<file path="config.mk">
export PLATFORM = sky130hd
export DESIGN_NAME = vliw_fwd_scoreboard
export DESIGN_NICKNAME = d
export VERILOG_FILES = /design/src/rtl/vliw_pkg.sv /design/src/rtl/vliw_fwd_scoreboard_fwd_sel_lane.sv /design/src/rtl/vliw_fwd_scoreboard.sv
export SDC_FILE = /design/constraint.sdc
export NUM_CORES = 1
export LEC_CHECK = 0
export CAP_MARGIN = 20
export CORE_MARGIN = 4
export CORE_UTILIZATION = 40
export CTS_BUF_LIST = sky130_fd_sc_hd__clkbuf_8
export DETAILED_ROUTE_END_ITERATION = 10
export PLACE_DENSITY = 0.72
export SYNTH_ARGS = -nofsm -noshare
export SYNTH_HDL_FRONTEND = slang
export SYNTH_HIERARCHICAL = 1
export SYNTH_SLANG_ARGS = --single-unit
</file>
<file path="constraint.sdc">
create_clock -name clk -period 3.7 [get_ports clk]
set_input_delay 0.37 -clock clk [delete_from_list [all_inputs] [get_ports clk]]
set_output_delay 0.37 -clock clk [all_outputs]
set_load 0.02 [all_outputs]
</file>
<file path="src/rtl/vliw_pkg.sv">
// Shared types and helpers for the VLIW forwarding/interlock scoreboard.
// Latency: n/a (types, constants and a pure function only).
// Backpressure: n/a.
//
// An entry records one in-flight lane result. Its fields are sized to cover
// every legal module parameterisation. Narrower register and latency fields
// are zero-extended when an entry is loaded.
package vliw_pkg;

    // Forwarding source stage indices.
    localparam int EX  = 0;
    localparam int MEM = 1;
    localparam int WB  = 2;

    // Storage widths of the entry fields. They must be at least REG_W/LAT_W.
    localparam int ENT_REG_W = 8;
    localparam int ENT_LAT_W = 4;

    typedef struct packed {
        logic                 wr;   // entry will write rd
        logic [ENT_REG_W-1:0] rd;   // destination register
        logic [ENT_LAT_W-1:0] lat;  // first stage where the result is forwardable
    } entry_t;

    // Select code for a producer at (stage, lane). 0 is reserved for the
    // register file. Within a stage, higher lanes get smaller codes. At
    // 2 lanes this gives EX:2/1, MEM:4/3, WB:6/5.
    function automatic int sel_encode(input int stage, input int lane, input int lanes);
        return 1 + stage * lanes + (lanes - 1 - lane);
    endfunction

endpackage

</file>
<file path="src/rtl/vliw_fwd_scoreboard_fwd_sel_lane.sv">
// Per-operand forwarding priority search over all shadow-pipeline entries.
// Latency: purely combinational; sel/hazard are valid in the same cycle as src.
// Backpressure: none; hazard feeds the bundle-wide stall in the parent.
//
// Ports:
//   en     - the owning lane holds a valid instruction. It gates hazard only.
//   src    - source register index being looked up.
//   ent    - all entries, flattened as index stage*LANES + lane.
//   sel    - winning select code. 0 means no match (register file).
//   hazard - the winner's result is not yet forwardable at its current stage.
module fwd_sel_lane
    import vliw_pkg::*;
#(
    parameter int LANES  = 2,
    parameter int STAGES = 3,
    parameter int REG_W  = 5,
    parameter int SEL_W  = 3
) (
    input  logic                          en,
    input  logic [REG_W-1:0]              src,
    input  entry_t [STAGES*LANES-1:0]     ent,
    output logic [SEL_W-1:0]              sel,
    output logic                          hazard
);

    logic [ENT_REG_W-1:0] src_ext;
    logic                 hit_late;

    assign src_ext = ENT_REG_W'(src);

    // Scan from the lowest priority to the highest and let later hits overwrite
    // earlier ones. The oldest stage is scanned first, and within a stage lane 0
    // is scanned first. The last hit left standing is therefore the youngest
    // stage, highest lane.
    always_comb begin
        sel      = '0;
        hit_late = 1'b0;
        for (int s = STAGES - 1; s >= 0; s--) begin
            for (int l = 0; l < LANES; l++) begin
                if (ent[s*LANES+l].wr && (ent[s*LANES+l].rd == src_ext) && (src != '0)) begin
                    sel      = SEL_W'(sel_encode(s, l, LANES));
                    hit_late = (int'(ent[s*LANES+l].lat) > s);
                end
            end
        end
    end

    assign hazard = en & hit_late;

endmodule

</file>
<file path="src/rtl/vliw_fwd_scoreboard.sv">
// VLIW issue-stage forwarding selector and load-use interlock.
// Latency: fwd_a/fwd_b/stall/issue are combinational; the shadow pipeline advances each clk.
// Backpressure: stall holds decode/fetch. A stalled or flushed cycle pushes a bubble into EX.
//
// Ports:
//   clk, rst_n      - rising-edge clock; async active-low reset (release synchronised upstream)
//   dec_valid/wr    - per-lane valid and write-enable of the decode bundle
//   dec_rs1/rs2/rd  - per-lane register indices, lane i at [i*REG_W +: REG_W]
//   dec_lat         - per-lane first forwardable stage (0 = ALU, 1 = load), clamped to STAGES-1
//   flush           - kill all in-flight entries; suppresses issue and stall this cycle
//   issue, stall    - bundle enters EX / decode must hold
//   fwd_a, fwd_b    - per-lane operand selects, lane i at [i*SEL_W +: SEL_W]
//   stall_cnt       - saturating count of stalled cycles
module vliw_fwd_scoreboard
    import vliw_pkg::*;
#(
    parameter int LANES  = 2,
    parameter int STAGES = 3,
    parameter int REG_W  = 5,
    parameter int LAT_W  = 2,
    parameter int SEL_W  = $clog2(STAGES * LANES + 1),
    parameter int CNT_W  = 16
) (
    input  logic                     clk,
    input  logic                     rst_n,
    input  logic [LANES-1:0]         dec_valid,
    input  logic [LANES*REG_W-1:0]   dec_rs1,
    input  logic [LANES*REG_W-1:0]   dec_rs2,
    input  logic [LANES*REG_W-1:0]   dec_rd,
    input  logic [LANES-1:0]         dec_wr,
    input  logic [LANES*LAT_W-1:0]   dec_lat,
    input  logic                     flush,
    output logic                     issue,
    output logic                     stall,
    output logic [LANES*SEL_W-1:0]   fwd_a,
    output logic [LANES*SEL_W-1:0]   fwd_b,
    output logic [CNT_W-1:0]         stall_cnt
);

    localparam int NENT = STAGES * LANES;

    entry_t [NENT-1:0]  ent_q;
    entry_t [LANES-1:0] dec_ent;
    logic   [LANES-1:0] haz_a;
    logic   [LANES-1:0] haz_b;

    // Build the entries this bundle would push into EX. Latencies beyond the
    // last stage are clamped so that such a producer still becomes forwardable
    // at WB instead of interlocking forever.
    always_comb begin
        dec_ent = '0;
        for (int l = 0; l < LANES; l++) begin
            dec_ent[l].wr = dec_valid[l] & dec_wr[l];
            dec_ent[l].rd = ENT_REG_W'(dec_rd[l*REG_W +: REG_W]);
            if (int'(dec_lat[l*LAT_W +: LAT_W]) >= STAGES) begin
                dec_ent[l].lat = ENT_LAT_W'(STAGES - 1);
            end else begin
                dec_ent[l].lat = ENT_LAT_W'(dec_lat[l*LAT_W +: LAT_W]);
            end
        end
    end

    // One search per lane and operand. Only registered entries are searched,
    // so a lane never sees a same-bundle producer. Within a bundle, reads
    // happen before writes.
    for (genvar g = 0; g < LANES; g++) begin : g_lane
        fwd_sel_lane #(
            .LANES  (LANES),
            .STAGES (STAGES),
            .REG_W  (REG_W),
            .SEL_W  (SEL_W)
        ) u_sel_a (
            .en     (dec_valid[g]),
            .src    (dec_rs1[g*REG_W +: REG_W]),
            .ent    (ent_q),
            .sel    (fwd_a[g*SEL_W +: SEL_W]),
            .hazard (haz_a[g])
        );

        fwd_sel_lane #(
            .LANES  (LANES),
            .STAGES (STAGES),
            .REG_W  (REG_W),
            .SEL_W  (SEL_W)
        ) u_sel_b (
            .en     (dec_valid[g]),
            .src    (dec_rs2[g*REG_W +: REG_W]),
            .ent    (ent_q),
            .sel    (fwd_b[g*SEL_W +: SEL_W]),
            .hazard (haz_b[g])
        );
    end

    // Flush overrides the interlock. The bundle is being discarded anyway, so
    // holding decode would only delay the redirect.
    assign stall = ((|haz_a) | (|haz_b)) & ~flush;
    assign issue = (|dec_valid) & ~stall & ~flush;

    // Shadow pipeline. Entries leaving the last stage are dropped because the
    // register file write-through already covers them.
    always_ff @(posedge clk or negedge rst_n) begin
        if (!rst_n) begin
            ent_q <= '0;
        end else if (flush) begin
            ent_q <= '0;
        end else begin
            for (int s = STAGES - 1; s >= 1; s--) begin
                for (int l = 0; l < LANES; l++) begin
                    ent_q[s*LANES+l] <= ent_q[(s-1)*LANES+l];
                end
            end
            for (int l = 0; l < LANES; l++) begin
                ent_q[EX*LANES+l] <= issue ? dec_ent[l] : '0;
            end
        end
    end

    // Saturating stall-cycle counter. Only reset clears it.
    always_ff @(posedge clk or negedge rst_n) begin
        if (!rst_n) begin
            stall_cnt <= '0;
        end else if (stall && (stall_cnt != '1)) begin
            stall_cnt <= stall_cnt + 1'b1;
        end
    end

endmodule

</file>
**After elaboration in Yosys (flattened, before gate mapping)**

Cells that the tools add are included.

- Equality and inequality tests: 25
- Magnitude comparators: 8
- Reductions and logical operators: 56
- Mux-type cells: 53
- $add $sub $neg: 1
- Bitwise operators: 12

Operators with widths:

| kind | count |
|---|---|
| 8-bit by 5-bit == test with 1-bit output | 24 |
| 78-bit two-way mux | 1 |
| 3-bit two-way mux | 24 |
| 1-bit logical AND | 49 |
| 13-bit two-way mux | 2 |
| 1-bit two-way mux | 24 |
| 5-bit nonzero test | 4 |
| 16-bit by 1-bit adder with 16-bit output (second input constant) | 1 |
| 4-bit by 1-bit > comparator with 1-bit output (second input constant) | 4 |
| 16-bit inequality test (second input constant) | 1 |
| 1-bit bitwise AND | 9 |
| 4-bit by 2-bit > comparator with 1-bit output (second input constant) | 2 |
| 2-bit OR reduction | 3 |
| 2-bit greater-or-equal comparator (second input constant) | 2 |
| 2-bit two-way mux | 2 |
| 1-bit NOT | 2 |
| 1-bit bitwise OR | 1 |

- Bits in registers: 94
- Output and inout bits: 30
- Word-level logic and storage cells: 174
- Input bits: 41

**Logic depth before layout (Yosys ltp)**

- Depth after elaboration: 18
- Gate-level depth with buffers: 13
- Depth with buffers taken out: 10

**Cells and area by module**

The synthesis kept the hierarchy.

By module, submodules not included:

| module | cells an instance | sequential area each (um^2) | area an instance (um^2) | times used |
|---|---|---|---|---|
| fwd_sel_lane | 90 | 0.0 | 669.4 | 4 |
| vliw_fwd_scoreboard | 176 | 1601.5 | 2389.8 | 1 |

**Worst setup path before layout**

Ideal clock, no wire load.

- Path type: input port to flip-flop
- Start: in dec_rs1[4]
- End: reg stall_cnt[12]
- Stages: 13
- Buffers on the path: 3
- Arrival time: 2.803 ns
- Library setup time: 0.125 ns
- Slack: 0.772 ns
- Required time: 3.575 ns
- Cells stage by stage: buf_4 -> nor2_1 -> and2_4 -> buf_6 -> or3_4 -> a311oi_2 -> o21ai_1 -> a21oi_2 -> nor4_4 -> or2_2 -> clkbuf_1 -> nor4_1 -> mux2_2

- Longest elaborated chain between the ends: 14
- Elaborated cells on any way between the ends: 30
- Those cells by class: eq/ne: 6; mux: 6; bitwise: 3; reduce/logical: 15

RTL lines:

| item | RTL line | text |
|---|---|---|
| start: declaration | vliw_fwd_scoreboard.sv:27 | `input logic [LANES*REG_W-1:0] dec_rs1,` |
| 8-bit by 5-bit == test with 1-bit output | vliw_fwd_scoreboard_fwd_sel_lane.sv:40 | `if (ent[s*LANES+l].wr && (ent[s*LANES+l].rd == src_ext) && (src != '0)) begin` |
| 1-bit logical AND (2 in series) | vliw_fwd_scoreboard_fwd_sel_lane.sv:40 |  |
| 1-bit two-way mux (5 in series) | vliw_fwd_scoreboard_fwd_sel_lane.sv:40 |  |
| 1-bit two-way mux * | vliw_fwd_scoreboard_fwd_sel_lane.sv:40 |  |
| 1-bit bitwise AND * | vliw_fwd_scoreboard_fwd_sel_lane.sv:48 | `assign hazard = en & hit_late;` |
| named net haz_a[0] | vliw_fwd_scoreboard.sv:44 | `logic [LANES-1:0] haz_a;` |
| 2-bit OR reduction * | vliw_fwd_scoreboard.sv:96 | `assign stall = ((\|haz_a) \| (\|haz_b)) & ~flush;` |
| 1-bit bitwise OR * | vliw_fwd_scoreboard.sv:96 |  |
| 1-bit bitwise AND * | vliw_fwd_scoreboard.sv:96 |  |
| 1-bit logical AND * | vliw_fwd_scoreboard.sv:122 | `end else if (stall && (stall_cnt != '1)) begin` |
| end signal: assignment | vliw_fwd_scoreboard.sv:123 | `stall_cnt <= stall_cnt + 1'b1;` |
| end: declaration | vliw_fwd_scoreboard.sv:37 | `output logic [CNT_W-1:0] stall_cnt` |

The timed path passes the listed nets; every way through them passes the cells marked *.
A chain may end at the register's enable or synchronous reset.

**Final worst setup path**

- Start: in dec_rs1[6]
- End: out issue

- Longest elaborated chain between the ends: 16
- Elaborated cells on any way between the ends: 32
- Those cells by class: eq/ne: 6; mux: 6; bitwise: 6; reduce/logical: 14

RTL lines:

| item | RTL line | text |
|---|---|---|
| 8-bit by 5-bit == test with 1-bit output | vliw_fwd_scoreboard_fwd_sel_lane.sv:40 |  |
| 1-bit logical AND (2 in series) | vliw_fwd_scoreboard_fwd_sel_lane.sv:40 |  |
| 1-bit two-way mux (5 in series) | vliw_fwd_scoreboard_fwd_sel_lane.sv:40 |  |
| 1-bit two-way mux * | vliw_fwd_scoreboard_fwd_sel_lane.sv:40 |  |
| 1-bit bitwise AND * | vliw_fwd_scoreboard_fwd_sel_lane.sv:48 |  |
| named net haz_a[1] | vliw_fwd_scoreboard.sv:44 |  |
| 2-bit OR reduction * | vliw_fwd_scoreboard.sv:96 |  |
| 1-bit bitwise OR * | vliw_fwd_scoreboard.sv:96 |  |
| 1-bit bitwise AND * | vliw_fwd_scoreboard.sv:96 |  |
| 1-bit NOT * | vliw_fwd_scoreboard.sv:97 | `assign issue = (\|dec_valid) & ~stall & ~flush;` |
| 1-bit bitwise AND * (2 in series) | vliw_fwd_scoreboard.sv:97 |  |
| end: declaration | vliw_fwd_scoreboard.sv:33 | `output logic issue,` |

Marked as above.

==> run_results.csv <==
group,metric,value,unit
clocking,cts_buffer_depth,2,
logic_synthesis,syn_area_per_cell,9.45,µm²
logic_synthesis,synth_top_area_frac,0.316,
worst_setup_path,r2r-start,"ent_q[45]",
sta,maxSlewViolCount,0,
sta,fmax,279,MHz
detailed_routing,routed_via_density,4.88,
detailed_routing,vias,4731,
global_route,grt_max_degree,39,
worst_setup_path,crit_path_end_kind,"primary output",
logic_synthesis,ys.warnings.count,6,
clocking,numCtsBuffers,9,
sta,worst_slew_pin_slew,697,ps
detailed_routing,dr.pass1.iters,5,
hold_path,hold_class,"input pin to async pin",
global_route,grt_first_pass_wirelength,24500,µm
clocking,cts_root_buf,"clkbuf_8",
sta,rsz0062_at_grt,"false",
outcome,status,"finished, final reports clean",
logic_synthesis,synth-edff-count,0,
logic_synthesis,syn_inst,536,
logic_synthesis,ys_types,47,
clocking,cts_hold_buf,0,
worst_setup_path,critPathKind,"input pin to primary output",
sta,finalHoldViolCount,0,
floorplan,die-area,14500,µm²
worst_setup_path,crit_arrival,3210,ps
worst_setup_path,reg2reg_setup_slack,330,ps
cells_and_area,drive_above_1_share,0.185,
pwr,vdd_drop_max,0.271,mV
detailed_routing,drt_iter0_markers,228,
logic_synthesis,ys_seq_area_frac,0.316,
worst_setup_path,crit_chain,"clkdlybuf4s50_1 -> buf_4 -> buf_4 -> xnor2_1 -> nand4_1 -> nor3_2 -> a311oi_2 -> o21ai_1 -> a21oi_2 -> nor4_4 -> nor3b_2 -> dlygate4sd2_1",
logic_synthesis,synth_top_area_cell,"dfrtp_1",
floorplan,fp.dieW,121,µm
sta,setup_viol,0,
pwr,leakage,0.00316,µW
worst_setup_path,worstPathRequired,3330,ps
global_route,antenna_found_initial,0,
place,portBuffers,70,
floorplan,die_h,121,µm
worst_setup_path,rr_endpoint,"stall_cnt[12]",
clocking,htreeDepth,3,
detailed_routing,drcViolationCount,0,
detailed_routing,antenna_left,0,
cells_and_area,syn2layout_area_growth,39.6,%
global_route,track_usage,0.218,
worst_setup_path,ff2ff_path_depth,12,
logic_synthesis,ys_async_sr_fraction,1.00,
sta,slew_headroom,0.534,
cells_and_area,fill_cells,1142,
sta,fin_skew,16.5,ps
place,gp_congestion,0.903,
clocking,post_cts_buffers,0,
sta,whs,45.7,ps
logic_synthesis,synthTopCellsByArea,"dfrtp_1, xnor2_1, xor2_1",
floorplan,core_area,12200,µm²
global_route,grt_overflow,0,
worst_setup_path,cp-start-kind,"input pin",
worst_setup_path,slowest_delay,460,ps
pwr,power_density,253,nW/µm²
detailed_routing,detail_route.wl_per_cell,16.0,µm
clocking,clk_pin_slew,90,ps
worst_setup_path,crit_path_frequent_cell,"buf_4",
floorplan,num_io_pins,71,
clocking,tritoncts,"done",
place,post-dp-hpwl,12400,µm
sta,fin_crit,3580,ps
logic_synthesis,ys_ff_latch,64,
sta,period_share,0.967,
clocking,cts_sinks,64,
sta,fin_setup_tns,0,ps
cells_and_area,regArea,1600,µm²
worst_setup_path,cp_slowest_cell,"clkdlybuf4s50_1",
job,maxCapViolations,0,
floorplan,initial_core_util,0.415,
detailed_routing,finalWirelength,15500,µm
cells_and_area,multiInputGateArea,3650,µm²
cells_and_area,fin_nets,839,
global_route,grt_pass1_vias,4806,
floorplan,rows,40,
cells_and_area,diodes,0,
logic_synthesis,synth_area,5070,µm²
clocking,clkLatencyLatePin,360,ps
logic_synthesis,ys.flop_type,"dfrtp_1",
worst_setup_path,cp_max_fo,5,
==> where the power goes <==
part           switching [µW]  total, µW  internal (µW)
clock                     322        709            387
combinational             157        322            165
sequential               40.3        757            717
==> per-layer routing <==
layer  up-vias  wire [µm]  global-route usage
met5         -          0                   0
met4         0        488              0.0857
met3        30        815              0.0327
met2       145       7270               0.363
met1      2265       6970               0.285
li1       2291          -                   -
==> Yosys cell counts, drive strengths merged (9+ instances only) <==
cell type and number:
dfrtp 64, nand3 12, o21ai 9, nor3 32, or3 12, nor2 28
nand2 31, nor2b 32, xnor2 81, buf 25, nor4 37, nand4 21
nor4b 13, xor2 53, and2 17
==> worst max path at each step <==
stage	start	end	depth (start not counted)
after CTS	dec_rs1[0]	issue	12
final	dec_rs1[6]	issue	12
after detailed placement	dec_rs1[7]	stall	12
after global routing	dec_rs2[9]	stall	14
after global placement	dec_rs2[5]	stall	13
after floorplan	dec_rs1[4]	stall_cnt[12]	13
==> sequential cells by signal, indices dropped and copies added (netlist names) <==
name       flops
ent_q         48
stall_cnt     16
==> final cells by class <==
class | instances | area share
sequential | 64 | 0.226
clock inverter | 7 | 0.0141
tap | 168 | 0.0297
timing repair buffer | 161 | 0.196
multi-input combinational | 559 | 0.516
clock buffer | 9 | 0.0175
inverter | 2 | 0.00106
==> worst max-delay path, delay by kind of cell <==
family / cells / cell delay, ps
simple gates: 4 / 1140
compound gates: 3 / 340
xor+xnor: 1 / 180
buf+inv: 4 / 1180
==> kinds of logic (layout without fill, tap and decap cells) <==
logic type / after synthesis / after routing / synth area share
buf+inv: 32 / 179 / 0.0536
flops: 64 / 64 / 0.316
compound gates: 39 / 39 / 0.0627
other cells: 1 / 120 / 0.000740
fa+ha+maj: 1 / 1 / 0.00247
simple gates: 263 / 263 / 0.328
mux: 2 / 2 / 0.00518
xor+xnor: 134 / 134 / 0.232
==> stage by stage <==
| stage | worst slack, ps | utilization | instances | total power, µW | area, µm² |
|---|---|---|---|---|---|
| after detailed placement | -166 | 0.561 | 954 | 1090 | 6850 |
| after global placement | -158 | 0.561 | 954 | 1080 | 6850 |
| final | 121 | 0.579 | 970 | 1790 | 7070 |
| after CTS | 130 | 0.579 | 970 | 1800 | 7070 |
| after global routing | 4.47 | 0.579 | 970 | 1870 | 7070 |
| after floorplan | 772 | - | 655 | 955 | 5510 |
==> layout by cell type (no fill, tap or decap), types with 6 or more instances in the layout <==
cell             count
nor2b_1             32
and2_1              13
nor3_2               8
clkbuf_8             9
a211o_1              8
conb_1             120
nor4b_1             12
nand3_1             12
buf_4               90
o21ai_1              8
nor3_1              24
nand2b_1             8
nor4_1              31
nand4_1             20
dlygate4sd2_1        6
xnor2_1             81
xor2_1              53
and3_1               6
nand2_1             31
dfrtp_1             64
or3_1                8
a211oi_1             8
clkdlybuf4s50_1     63
nor2_1              27
==> what timing repair did <==
action                     in CTS  in global routing
pin swaps                       1                  0
resized for setup               6                  1
setup endpoints to repair       2                  1
Power figures use the tool's default switching activity.
